File: config.mk
export PLATFORM = sky130hd
export DESIGN_NAME = led_breath_ctrl
export DESIGN_NICKNAME = d
export VERILOG_FILES = /design/src/rtl/led_breath_ctrl.sv
export SDC_FILE = /design/constraint.sdc
export NUM_CORES = 1
export LEC_CHECK = 0
export CELL_PAD_IN_SITES_DETAIL_PLACEMENT = 0
export CELL_PAD_IN_SITES_GLOBAL_PLACEMENT = 2
export CORE_ASPECT_RATIO = 0.75
export CORE_MARGIN = 10
export CORE_UTILIZATION = 30
export DETAILED_ROUTE_END_ITERATION = 16
export PLACE_DENSITY = 0.76
export SYNTH_ARGS = -nofsm -noshare
export SYNTH_HDL_FRONTEND = slang
export SYNTH_SLANG_ARGS = --single-unit
File: constraint.sdc
create_clock -name clk -period 3.19 [get_ports clk]
set_input_delay 0.7975 -clock clk [delete_from_list [all_inputs] [get_ports clk]]
set_output_delay 0.7975 -clock clk [all_outputs]
set_load 0.05 [all_outputs]
File: src/rtl/led_breath_ctrl.sv
// led_breath_ctrl: prescaled PWM "breathing" LED sequencer with four display modes.
//
// A prescaler produces one step tick every PRESCALE cycles. On each tick the
// brightness FSM ramps the duty from 0 up to full scale, holds for HOLD_TICKS
// ticks, ramps back down to 0 and counts one completed breath. A free-running
// PWM counter compared against the effective duty gives the on/off pattern that
// the display mode maps onto the four LEDs. Every output is a flop.
//
// Build option:
//   LED_BREATH_GAMMA_EN  When defined, the effective duty is (duty*duty) >> PWM_W,
//                        registered, for a perceptually smoother fade. This adds
//                        one cycle of duty-to-PWM latency. The FSM, tick and
//                        breath counter timing are the same in both builds.
//                        When undefined, the effective duty is the linear duty.

module led_breath_ctrl #(
  parameter int PRESCALE   = 1000,  // clock cycles per step tick, >= 2
  parameter int PWM_W      = 8,     // PWM counter / duty register width
  parameter int HOLD_TICKS = 64     // ticks held at full brightness, >= 1
) (
  input  logic       clk,
  input  logic       rst_n,
  input  logic       en,
  input  logic [1:0] mode,
  output logic [3:0] led,
  output logic [3:0] breath_cnt
);

  // ---------------------------------------------------------------------------
  // Derived widths and constants
  // ---------------------------------------------------------------------------
  localparam int PW = $clog2(PRESCALE);
  localparam int HW = (HOLD_TICKS > 1) ? $clog2(HOLD_TICKS) : 1;

  localparam logic [PW-1:0]    PRE_LAST  = PW'(PRESCALE - 1);
  localparam logic [PW-1:0]    PRE_ONE   = PW'(1);
  localparam logic [HW-1:0]    HOLD_LAST = HW'(HOLD_TICKS - 1);
  localparam logic [HW-1:0]    HOLD_ONE  = HW'(1);
  localparam logic [PWM_W-1:0] DUTY_MAX  = {PWM_W{1'b1}};
  localparam logic [PWM_W-1:0] DUTY_ONE  = PWM_W'(1);
  localparam logic [3:0]       BC_ONE    = 4'd1;

  typedef enum logic [1:0] {
    ST_IDLE      = 2'd0,
    ST_RAMP_UP   = 2'd1,
    ST_HOLD      = 2'd2,
    ST_RAMP_DOWN = 2'd3
  } state_e;

  typedef enum logic [1:0] {
    MODE_ALL_PWM = 2'd0,
    MODE_CHASE   = 2'd1,
    MODE_COUNT   = 2'd2,
    MODE_ALL_ON  = 2'd3
  } mode_e;

  // ---------------------------------------------------------------------------
  // State
  // ---------------------------------------------------------------------------
  state_e           state_q;
  logic [PW-1:0]    pre_q;
  logic [PWM_W-1:0] pwm_q;
  logic [PWM_W-1:0] duty_q;
  logic [HW-1:0]    hold_cnt_q;
  logic [3:0]       breath_cnt_q;
  logic [3:0]       led_q;
  logic [3:0]       led_d;

  logic             tick;
  logic [PWM_W-1:0] eff_duty;
  logic             pwm_on;
  logic [PWM_W-1:0] duty_up;
  logic [PWM_W-1:0] duty_dn;

  // The prescaler only runs once the sequencer has left IDLE, so the first tick
  // after enabling lands exactly PRESCALE cycles after RAMP_UP entry.
  assign tick    = (state_q != ST_IDLE) && (pre_q == PRE_LAST);
  assign duty_up = duty_q + DUTY_ONE;
  assign duty_dn = duty_q - DUTY_ONE;

  // Prescaler and PWM counter: both cleared while disabled.
  // NOTE: every clocked process assigns with <= so all flops sample the same
  // pre-edge values; a blocking = here would let later reads see new values.
  always_ff @(posedge clk or negedge rst_n) begin
    if (!rst_n) begin
      pre_q <= '0;
      pwm_q <= '0;
    end else if (!en) begin
      pre_q <= '0;
      pwm_q <= '0;
    end else begin
      pwm_q <= pwm_q + DUTY_ONE;
      if (state_q == ST_IDLE || tick) begin
        pre_q <= '0;
      end else begin
        pre_q <= pre_q + PRE_ONE;
      end
    end
  end

  // Brightness FSM: duty ramp, hold counter and breath counter advance on tick.
  always_ff @(posedge clk or negedge rst_n) begin
    if (!rst_n) begin
      state_q      <= ST_IDLE;
      duty_q       <= '0;
      hold_cnt_q   <= '0;
      breath_cnt_q <= '0;
    end else if (!en) begin
      // Disable wins over a coincident tick; the breath count is kept.
      state_q    <= ST_IDLE;
      duty_q     <= '0;
      hold_cnt_q <= '0;
    end else begin
      case (state_q)
        ST_IDLE: begin
          state_q    <= ST_RAMP_UP;
          duty_q     <= '0;
          hold_cnt_q <= '0;
        end
        ST_RAMP_UP: begin
          if (tick) begin
            duty_q <= duty_up;
            if (duty_up == DUTY_MAX) begin
              state_q    <= ST_HOLD;
              hold_cnt_q <= '0;
            end
          end
        end
        ST_HOLD: begin
          if (tick) begin
            if (hold_cnt_q == HOLD_LAST) begin
              state_q <= ST_RAMP_DOWN;
            end else begin
              hold_cnt_q <= hold_cnt_q + HOLD_ONE;
            end
          end
        end
        ST_RAMP_DOWN: begin
          if (tick) begin
            duty_q <= duty_dn;
            if (duty_dn == '0) begin
              state_q      <= ST_RAMP_UP;
              breath_cnt_q <= breath_cnt_q + BC_ONE;
            end
          end
        end
        default: begin
          state_q <= ST_IDLE;
        end
      endcase
    end
  end

  // ---------------------------------------------------------------------------
  // Effective duty: linear, or squared for a gamma-corrected fade
  // ---------------------------------------------------------------------------
`ifdef LED_BREATH_GAMMA_EN
  logic [2*PWM_W-1:0] duty_sq;
  logic [PWM_W-1:0]   eff_duty_q;

  assign duty_sq = {{PWM_W{1'b0}}, duty_q} * {{PWM_W{1'b0}}, duty_q};

  // Squared duty is registered; cleared while disabled so a quick re-enable
  // cannot flash a stale brightness.
  always_ff @(posedge clk or negedge rst_n) begin
    if (!rst_n) begin
      eff_duty_q <= '0;
    end else if (!en) begin
      eff_duty_q <= '0;
    end else begin
      eff_duty_q <= PWM_W'(duty_sq >> PWM_W);
    end
  end

  assign eff_duty = eff_duty_q;
`else
  assign eff_duty = duty_q;
`endif

  // Duty 0 is always off; full-scale duty is on for MAX of every 2^PWM_W cycles.
  assign pwm_on = (pwm_q < eff_duty);

  // Next LED pattern for the selected display mode.
  // NOTE: led_d gets a default before the case so every path assigns it and no
  // latch is inferred.
  always_comb begin
    led_d = '0;
    case (mode_e'(mode))
      MODE_ALL_PWM: led_d = {4{pwm_on}};
      MODE_CHASE:   led_d[breath_cnt_q[1:0]] = pwm_on;
      MODE_COUNT:   led_d = breath_cnt_q;
      MODE_ALL_ON:  led_d = 4'b1111;
      default:      led_d = '0;
    endcase
  end

  // LED output register: one cycle behind pwm/duty/mode/breath count, dark when disabled.
  // NOTE: the asynchronous reset clears only control flops; there is no memory
  // array in this block that would need (or should get) a reset.
  always_ff @(posedge clk or negedge rst_n) begin
    if (!rst_n) begin
      led_q <= '0;
    end else if (!en) begin
      led_q <= '0;
    end else begin
      led_q <= led_d;
    end
  end

  assign led        = led_q;
  assign breath_cnt = breath_cnt_q;

endmodule

# After elaboration in Yosys (flattened, before gate mapping)

Cells that the tools add are included.

Output and inout port bits: 8
Bits of input ports: 5
Logic and storage cells: 71
Flip-flop bits (word level): 42

Multiplexer cells: 25
Reduce and logical (&&, ||, !) cells: 11
Bitwise gates (word level): 1
Add/sub/neg operators: 6
Eq/ne operators: 18
Order comparisons: 3

Operator list:

| cell                                                                | count |
|---|---|
| 8-bit two-way mux                                                   | 4 |
| 6-bit two-way mux                                                   | 5 |
| 8-bit case mux with 3 select lines                                  | 1 |
| 3-bit != test (second input constant)                               | 7 |
| 10-bit two-way mux                                                  | 2 |
| 6-bit case mux with 3 select lines                                  | 1 |
| 8-bit by 1-bit adder with 8-bit output (second input constant)      | 2 |
| 4-bit case mux with 4 select lines                                  | 1 |
| 2-bit two-way mux                                                   | 7 |
| 10-bit by 1-bit adder with 10-bit output (second input constant)    | 1 |
| 10-bit == test (second input constant)                              | 1 |
| 2-bit == test (second input constant)                               | 4 |
| 8-bit == test (second input constant)                               | 1 |
| 8-bit logical NOT                                                   | 1 |
| 8-bit less-than comparator                                          | 1 |
| 4-bit by 1-bit != test with 1-bit output (second input constant)    | 2 |
| 2-bit case mux with 4 select lines                                  | 1 |
| 8-bit by 1-bit subtractor with 8-bit output (second input constant) | 1 |
| 6-bit by 1-bit adder with 6-bit output (second input constant)      | 1 |
| 6-bit == test (second input constant)                               | 1 |
| 6-bit AND reduction                                                 | 1 |
| 5-bit AND reduction                                                 | 1 |
| 4-bit by 1-bit adder with 4-bit output (second input constant)      | 1 |
| 4-bit bitwise AND                                                   | 1 |
| other kinds (12)                                                    | 15 |

# Longest topological paths before layout

Gate-level depths: netlist of the first run.

Word-level depth: 7
Gate-level depth with buffers: 9
Mapped depth without buffers: 8

# Worst setup path after synthesis of the first run

No wires, ideal clock.

Kind: register to register
Start: register duty_q[0]
End: register breath_cnt_q[3], in the netlist breath_cnt[3]
Stages on the path, launching flop included: 10
Setup slack: 759 ps
Path buffers: 1
Period minus slack after synthesis: 2431 ps
Library setup time: 140 ps
Arrival time: 2291 ps
Data required time: 3050 ps
Cell sequence: dfrtp_1 inv_1 ha_1 or3b_4 o31a_1 nor4_2 and4b_1 buf_4 nand4_4 xnor2_2

Cells in the longest elaborated chain, start to end: 3

RTL lines:

| item                                        | RTL line | RTL |
|---|---|---|
| from (decl)                                 | 63       | `logic [PWM_W-1:0] duty_q;` |
| from (signal assigned)                      | 122      | `duty_q <= duty_up;` |
| from (signal assigned)                      | 140      | `duty_q <= duty_dn;` |
| 8-bit by 1-bit subtractor with 8-bit output | 79       | `assign duty_dn = duty_q - DUTY_ONE;` |
| 8-bit logical NOT                           | 141      | `if (duty_dn == '0) begin` |
| 4-bit AND reduction (no source line)        | n/a      |  |
| to (signal assigned)                        | 143      | `breath_cnt_q <= breath_cnt_q + BC_ONE;` |
| to (decl)                                   | 65       | `logic [3:0] breath_cnt_q;` |

No other way between the ends.
A chain may end at the register's enable or synchronous reset.

# Worst setup path after layout of the first run

Ends and elaborated chain as after synthesis.

==> summary.log, run 1 <==
INFO  worst_hold_path worstHoldPathCells=1
INFO  finish         syn2layout_area_growth=13.7%
INFO  floorplan      initial_utilization=31.1%
INFO  worst_hold_path timing.hold.worst.class=reg2reg
INFO  setup_path     worst_path_max_delay_cell=dfrtp_1
INFO  timing         timing.final.crit_share=84.1%
INFO  setup_path     timing.critical_path.from_type=register
INFO  setup_path     crit_type=reg2reg
INFO  power_and_ir_drop switchingPower=0.000747W
INFO  power_and_ir_drop internal_portion_of_total_power=0.00121W
INFO  clock_tree     cts_resized=0
INFO  floorplan      num_io_pins=13
INFO  worst_hold_path worst_hold_startpoint=pwm_q[0]
INFO  finish         antenna_cells_inserted=0
INFO  logic_synthesis sequential_to_total_area_share_from_yosys_stat=39.5%
INFO  logic_synthesis synth_area_leaders=dfrtp_1, ha_1, xnor2_1
INFO  clock_tree     cts_buf_count=5
INFO  grt            track_usage=9.54%
INFO  power_and_ir_drop power.clock.fraction=25.8%
INFO  timing         grt_setup_unrepaired=false
INFO  clock_tree     clk_transition_reported_paths=0.06ns
INFO  logic_synthesis synth.yosys.warnings=0
INFO  outcome        outcome=complete, no violations
INFO  finish         multiInputGateArea=1490um^2
INFO  power_and_ir_drop power.density_cell_area=646nW/um^2
INFO  logic_synthesis post-synth-top-area-fraction=39.5%
INFO  grt            grt_util_met3=3.29%
INFO  clock_tree     cts_tree=yes
INFO  finish         design.final.nets=325
INFO  timing         maxSlewHeadroom=35.2%
INFO  floorplan      dieArea=13100um^2
INFO  timing         finalWorstSetupSlack=0.508ns
INFO  logic_synthesis synth_fp_nets=315
INFO  timing         final-setup-viol-count=0
INFO  clock_tree     cts-hold-fix-buffers=0
INFO  clock_tree     clock_tree.htree_level_count=2
INFO  power_and_ir_drop p_sw_share=38.2%
INFO  detailed_routing drt_pre_antenna_iters=4
INFO  timing         fin_max_slew_vios=0
INFO  timing         fin_tns_setup=0ns
INFO  timing         tightest_slew=0.972ns
INFO  setup_path     path_cells=inv_1, ha_1, or3b_4, o31a_1, nor4_2, and4b_1, nand4_4, xnor2_2
INFO  clock_tree     worst_skew_pair.late_latency=0.28ns
INFO  setup_path     r2r_start=duty_q[0]
INFO  detailed_routing remaining_drc_errors=0
INFO  power_and_ir_drop vdd.ir_drop.worst=0.000247V
INFO  setup_path     rr_endpoint=breath_cnt[3]
INFO  power_and_ir_drop power.combinational.fraction=38.0%
INFO  logic_synthesis ys_async_sr_fraction=100%
INFO  timing         final_min_period=2.68ns
INFO  logic_synthesis ys_ff_latch=42
INFO  placed_design  pre_cts_slack=0.510ns
INFO  detailed_routing via_density_per_instance=5.05
INFO  clock_tree     ctsLongestPathBuffers=2
INFO  finish         num-fill-cells=861
INFO  setup_path     slowest_stage_delay_cp=0.46ns
INFO  detailed_routing routed_wl=5960um
INFO  grt            grt_antenna_before_repair=0
INFO  setup_path     regToRegSetupSlack=0.51ns
INFO  logic_synthesis synthDominantAreaCellType=dfrtp_1
INFO  grt            top_usage_layer=met1
INFO  logic_synthesis count_of_cell_types_in_the_netlist=55
INFO  logic_synthesis synthesis.instances=288
INFO  logic_synthesis postSynth.topFlopCell=dfrtp_1
INFO  floorplan      core.rowCount=29
INFO  floorplan      die_y=102um
INFO  setup_path     path_buf_inv=1
INFO  setup_path     crit_required=3.35ns
INFO  job            cap_violations=0
INFO  detailed_routing final_antenna_net_count=0
INFO  detailed_routing drt-initial-drc-count=163
INFO  grt            global_route.usage.met1=14.4%
INFO  grt            grt_pass1_wl=10200um
INFO  setup_path     crit_arrival=2.84ns
INFO  setup_path     crit_fanout=8
INFO  placed_design  place.detailed.hpwl=4240um
INFO  detailed_routing wl_per_cell=14.6um
INFO  clock_tree     clock-root-buffer=clkbuf_16
INFO  grt            vias_in_the_first_global_route=2005
INFO  power_and_ir_drop power.leakage=1.28nW
INFO  grt            grt.met2_usage=12.4%
INFO  clock_tree     post-cts-setup-buffer-count=0
INFO  floorplan      floorplan.core_area=8560um^2
INFO  timing         fin_worst_skew=0.00535ns
INFO  setup_path     worst-r2r-cell-count=8
INFO  floorplan      fp.dieW=129um
INFO  placed_design  place_congestion=0.781
INFO  logic_synthesis synth-edff-count=0
INFO  finish         area.sequential=1050um^2
INFO  grt            globalRouteOverflowTotal=0
INFO  finish         drive_above_1_share=7.36%
INFO  timing         final.hold.worst_slack=0.482ns
INFO  setup_path     cp_top_family=simple AND/OR/NAND/NOR gates
INFO  power_and_ir_drop power.sequential.fraction=36.2%
INFO  setup_path     critPathCaptureType=register
INFO  grt            grt_max_degree=43
INFO  detailed_routing detailroute.via_count=2054
INFO  timing         clock.fmax=373MHz
INFO  placed_design  placement.io_buffers=12
INFO  logic_synthesis synth.cell_area=2660um^2
INFO  timing         hold_viol=0
INFO  clock_tree     cts.sink_count=42
INFO  worst_hold_path timing.hold.worst_endpoint=pwm_q[0]
INFO  logic_synthesis synthesis.area_per_instance=9.24um^2
## cells in the final DEF, fill, tap and decap left out, drive strengths merged, types with 11 or more instances in the layout
cell type	netlist	layout
ha	22	22
dfrtp	42	42
nand2	21	21
nand3	20	20
clkdlybuf4s50	0	11
xnor2	13	13
inv	16	16
nor2	27	27
o21ai	18	18
## sequential cells by signal, summed over array words and instances, names as in the netlist
register / cells
breath_cnt: 4
duty_q: 8
hold_cnt_q: 6
led: 4
pre_q: 10
pwm_q: 8
state_q: 2
## final cells by class
cell class                 instances  share of cell area, %
clock buffer                       7                   4.72
clock inverter                     1                  0.165
inverter                          16                   1.99
multi-input combinational        217                   49.1
sequential                        42                   34.8
tap                              108                   4.47
timing repair buffer              16                   4.80
## kinds of logic after synthesis
family | Yosys count | share of synthesized area (%)
simple gates | 112 | 22.4
compound gates | 62 | 15.8
xor+xnor | 20 | 6.87
mux | 1 | 0.423
flops | 42 | 39.5
buf+inv | 29 | 4.66
fa+ha+maj | 22 | 10.3
## per-stage QoR
step	total power [W]	cells	utilization [%]	area, um^2
CTS	0.00197	407	35.3	3020
global route	0.00209	407	35.3	3020
detailed placement	0.00145	399	33.6	2880
finish	0.00195	407	35.3	3020
global placement	0.00145	399	33.6	2880
floorplan	0.00125	288	-	2660
## how the worst max path moves through the flow
stage              start  cells after the start             to
2_1_floorplan  duty_q[0]                      9  breath_cnt[3]
3_3_place_gp   duty_q[0]                      8  breath_cnt[3]
3_5_place_dp   duty_q[0]                      8  breath_cnt[3]
4_1_cts        duty_q[0]                      8  breath_cnt[3]
5_1_grt        duty_q[0]                      8  breath_cnt[3]
6_report       duty_q[0]                      8  breath_cnt[3]
## worst register-to-register path: stages (launching register included)
cell	delay, ns
dfrtp_1	0.46
inv_1	0.15
ha_1	0.26
or3b_4	0.42
o31a_1	0.27
nor4_2	0.32
and4b_1	0.42
nand4_4	0.14
xnor2_2	0.14
## Yosys cell counts (4+ instances only)
| library cell | instances |
|---|---|
| dfrtp_1 | 42 |
| nor2_1 | 27 |
| ha_1 | 22 |
| nand2_1 | 21 |
| nand3_1 | 20 |
| inv_1 | 16 |
| o21ai_0 | 14 |
| xnor2_1 | 12 |
| a21oi_1 | 8 |
| and2_1 | 8 |
| clkbuf_1 | 8 |
| nand2b_1 | 7 |
| xor2_1 | 7 |
| o22ai_1 | 6 |
| a31oi_1 | 5 |
| and3_1 | 5 |
| o21ai_1 | 4 |
| or3_1 | 4 |
## routing by layer
metal	part of all wire, %	wire length [um]
met1	55	3300
met2	38	2290
met3	5.9	350
met4	0.44	26
met5	0	0
## power by group through the flow
stage / combinational (W) / sequential (W) / clock [W]
2_1_floorplan: 0.000546 / 0.000702 / 0
3_3_place_gp: 0.000740 / 0.000712 / 0
3_5_place_dp: 0.000740 / 0.000711 / 0
4_1_cts: 0.000743 / 0.000703 / 0.000527
5_1_grt: 0.000826 / 0.000718 / 0.000550
6_report: 0.000742 / 0.000708 / 0.000504
(Power assumes the default switching activity.)
==> inputs of run 2 (changes only) <==
==> constraint.sdc (replaced) <==
create_clock -name clk -period 2.55 [get_ports clk]
set_input_delay 0.6375 -clock clk [delete_from_list [all_inputs] [get_ports clk]]
set_output_delay 0.6375 -clock clk [all_outputs]
set_load 0.05 [all_outputs]
==> run 2 against run 1 <==
Final area up 5.1%. Via count rose by 3.5%. Critical endpoint unchanged. Hold slack worse by 0.054 ns.
==> summary.log, run 2 (same netlist as run 1, synthesis figures left out) <==
INFO  placed_design  place_inst=415 [+4.0%]
INFO  finish         multiInputGateArea=1490um^2 [about the same]
INFO  grt            track_usage=10.1% [+0.57 points]
INFO  power_and_ir_drop power.leakage=1.38nW [+7.2%]
INFO  finish         most_used_cells_in_the_layout_excluding_fill_and_tap_cells=dfrtp_1, nor2_1, ha_1, buf_4, nand2_1
INFO  grt            globalRouteOverflowTotal=0 [unchanged]
INFO  setup_path     rr_endpoint=breath_cnt[3]
INFO  floorplan      floorplan.core_area=8560um^2 [unchanged]
INFO  detailed_routing drt_pre_antenna_iters=6 [+2]
INFO  detailed_routing final_antenna_net_count=0 [unchanged]
INFO  clock_tree     clock_tree.htree_level_count=2 [unchanged]
INFO  clock_tree     cts-hold-fix-buffers=0 [unchanged]
INFO  clock_tree     cts_tree=yes
INFO  clock_tree     cts_buf_count=5 [unchanged]
INFO  timing         timing.final.crit_share=94.3% [+10 points]
INFO  placed_design  pre_cts_slack=0.0837ns [-0.426 ns]
INFO  timing         tightest_slew=0.551ns [-0.421 ns]
INFO  timing         clock.fmax=416MHz [+12%]
INFO  detailed_routing detailroute.via_count=2126 [+3.5%]
INFO  outcome        outcome=complete, no violations
INFO  floorplan      initial_utilization=31.1% [unchanged]
INFO  detailed_routing remaining_drc_errors=0 [unchanged]
INFO  finish         post_route_insts_no_fill=425 [+4.4%]
INFO  placed_design  place.detailed.hpwl=4460um [+5.2%]
INFO  placed_design  place_congestion=0.778 [-0.38%]
INFO  setup_path     crit_arrival=2.58ns [-0.26 ns]
INFO  setup_path     regToRegSetupSlack=0.15ns [-0.36 ns]
INFO  setup_path     crit_type=reg2reg
INFO  finish         largest_register_ffs=10 [unchanged]
INFO  clock_tree     clock-root-buffer=clkbuf_16
INFO  clock_tree     worst_skew_pair.late_latency=0.29ns [about the same]
INFO  setup_path     critPathCaptureType=register
INFO  finish         drive_above_1_share=12.9% [+5.6 points]
INFO  finish         reg_top3=pre_q x10, duty_q x8, pwm_q x8
INFO  clock_tree     cts.sink_count=42 [unchanged]
INFO  timing         final-setup-viol-count=0 [unchanged]
INFO  power_and_ir_drop power.density_cell_area=829nW/um^2 [+28%]
INFO  finish         design.final.nets=343 [+5.5%]
INFO  finish         num-fill-cells=879 [+2.1%]
INFO  setup_path     r2r_start=duty_q[0]
INFO  timing         fin_worst_skew=0.00618ns [+0.000833 ns]
INFO  timing         hold_viol=0 [unchanged]
INFO  finish         area.sequential=1050um^2 [unchanged]
INFO  setup_path     timing.critical_path.from_type=register
INFO  detailed_routing wl_per_cell=14.5um [-0.67%]
INFO  floorplan      fp.dieW=129um [unchanged]
INFO  grt            vias_in_the_first_global_route=2155 [+7.5%]
INFO  clock_tree     ctsLongestPathBuffers=2 [unchanged]
INFO  power_and_ir_drop vdd.ir_drop.worst=0.000322V [+30%]
INFO  grt            grt_pass1_wl=10700um [+4.3%]
INFO  floorplan      core.rowCount=29 [unchanged]
INFO  finish         final_common_cell=dfrtp_1
INFO  placed_design  placement.io_buffers=12 [unchanged]
INFO  timing         final_min_period=2.40ns [-0.278 ns]
INFO  worst_hold_path timing.hold.worst.class=in2async
INFO  clock_tree     clk_transition_reported_paths=0.06ns [about the same]
INFO  setup_path     worst-r2r-cell-count=8 [unchanged]
INFO  timing         fin_max_slew_vios=0 [unchanged]
INFO  grt            grt_antenna_before_repair=0 [unchanged]
INFO  finish         syn2layout_area_growth=19.5%
INFO  detailed_routing via_density_per_instance=5.00 [-0.88%]
INFO  setup_path     crit_fanout=4 [-4]
INFO  floorplan      die_y=102um [unchanged]
INFO  timing         finalWorstSetupSlack=0.145ns [-0.362 ns]
INFO  finish         antenna_cells_inserted=0 [unchanged]
INFO  job            cap_violations=0 [unchanged]
INFO  finish         max_flop_register=pre_q
INFO  floorplan      dieArea=13100um^2 [unchanged]
INFO  setup_path     crit_required=2.73ns [-0.62 ns]
INFO  floorplan      num_io_pins=13 [unchanged]
INFO  detailed_routing routed_wl=6180um [+3.7%]
INFO  detailed_routing drt-initial-drc-count=116 [-29%]
INFO  timing         maxSlewHeadroom=62.9% [+28 points]
INFO  grt            grt_max_degree=43 [unchanged]
==> run 2: cell types whose count changed in the layout (fill, tap and decap cells not counted), sizes merged <==
cell / delta
buf: +18
bufinv: +1
clkbuf: -1
clkinv: -1
clkinvlp: +1
==> run 2: metrics by stage <==
stage	instance area [um^2]	total power (W)	hold WS [ns]	setup TNS, ns	utilization (%)
global route	3180	0.00285	0.490	-0.00301	37.1
detailed placement	3000	0.00192	0.475	0	35.0
floorplan	2660	0.00156	0.342	0	-
global placement	3000	0.00193	0.467	0	35.0
CTS	3160	0.00267	0.459	0	36.9
finish	3180	0.00264	0.428	0	37.1
==> run 2: worst max-delay path by stage <==
stage              start            end  slack, ns  cells past startpoint
3_3_place_gp   duty_q[1]  breath_cnt[3]       0.16                      8
2_1_floorplan  duty_q[0]  breath_cnt[3]       0.12                      9
6_report       duty_q[0]  breath_cnt[3]       0.15                      8
4_1_cts        duty_q[0]  breath_cnt[3]       0.07                      8
3_5_place_dp   duty_q[0]  breath_cnt[3]       0.08                      8
5_1_grt        duty_q[0]  breath_cnt[3]     -0.002                      8
==> run 2: layout make-up <==
class                           instances  area share (%)
Inverter                               16            1.89
Clock buffer                            6            4.05
Clock inverter                          2            1.18
Multi-Input combinational cell        217            46.8
Timing Repair Buffer                   34            8.82
Tap cell                              108            4.25
Sequential cell                        42            33.1
==> run 2: repair_timing <==
item / CTS / global route
setup buffers: 0 / 2
gates resized for setup: 0 / 1
endpoints found under the setup margin: 0 / 3
==> run 2: per-layer routing <==
metal  up-vias  track usage, %  wire length [um]
met2        40            14.9              2590
li1       1080               -                 -
met4         0            3.14                65
met3         7            3.24               319
met1       999            13.7              3210
met5         -               0                 0
==> run 2: critical path: stages, from the launching register on <==
cell and delay [ns]:
dfrtp_1 0.37, inv_1 0.11, ha_1 0.19, or3b_4 0.40
o31a_1 0.27, nor4_2 0.32, and4b_2 0.36, nand4_4 0.12
xnor2_2 0.14
==> run 2: power by group <==
part / switching (W) / internal (W) / total (W)
sequential: 0.0000805 / 0.000755 / 0.000836
combinational: 0.000623 / 0.000447 / 0.00107
clock: 0.000269 / 0.000462 / 0.000731
==> inputs of run 3 (changes only) <==
--- a/config.mk
+++ b/config.mk
@@ -10,6 +10,7 @@
 export CORE_ASPECT_RATIO = 0.75
 export CORE_MARGIN = 10
 export CORE_UTILIZATION = 30
+export CTS_CLUSTER_SIZE = 28
 export DETAILED_ROUTE_END_ITERATION = 16
 export PLACE_DENSITY = 0.76
 export SYNTH_ARGS = -nofsm -noshare
==> results of run 3 <==
Final layout, timing and power as in run 2 (identical DEF).
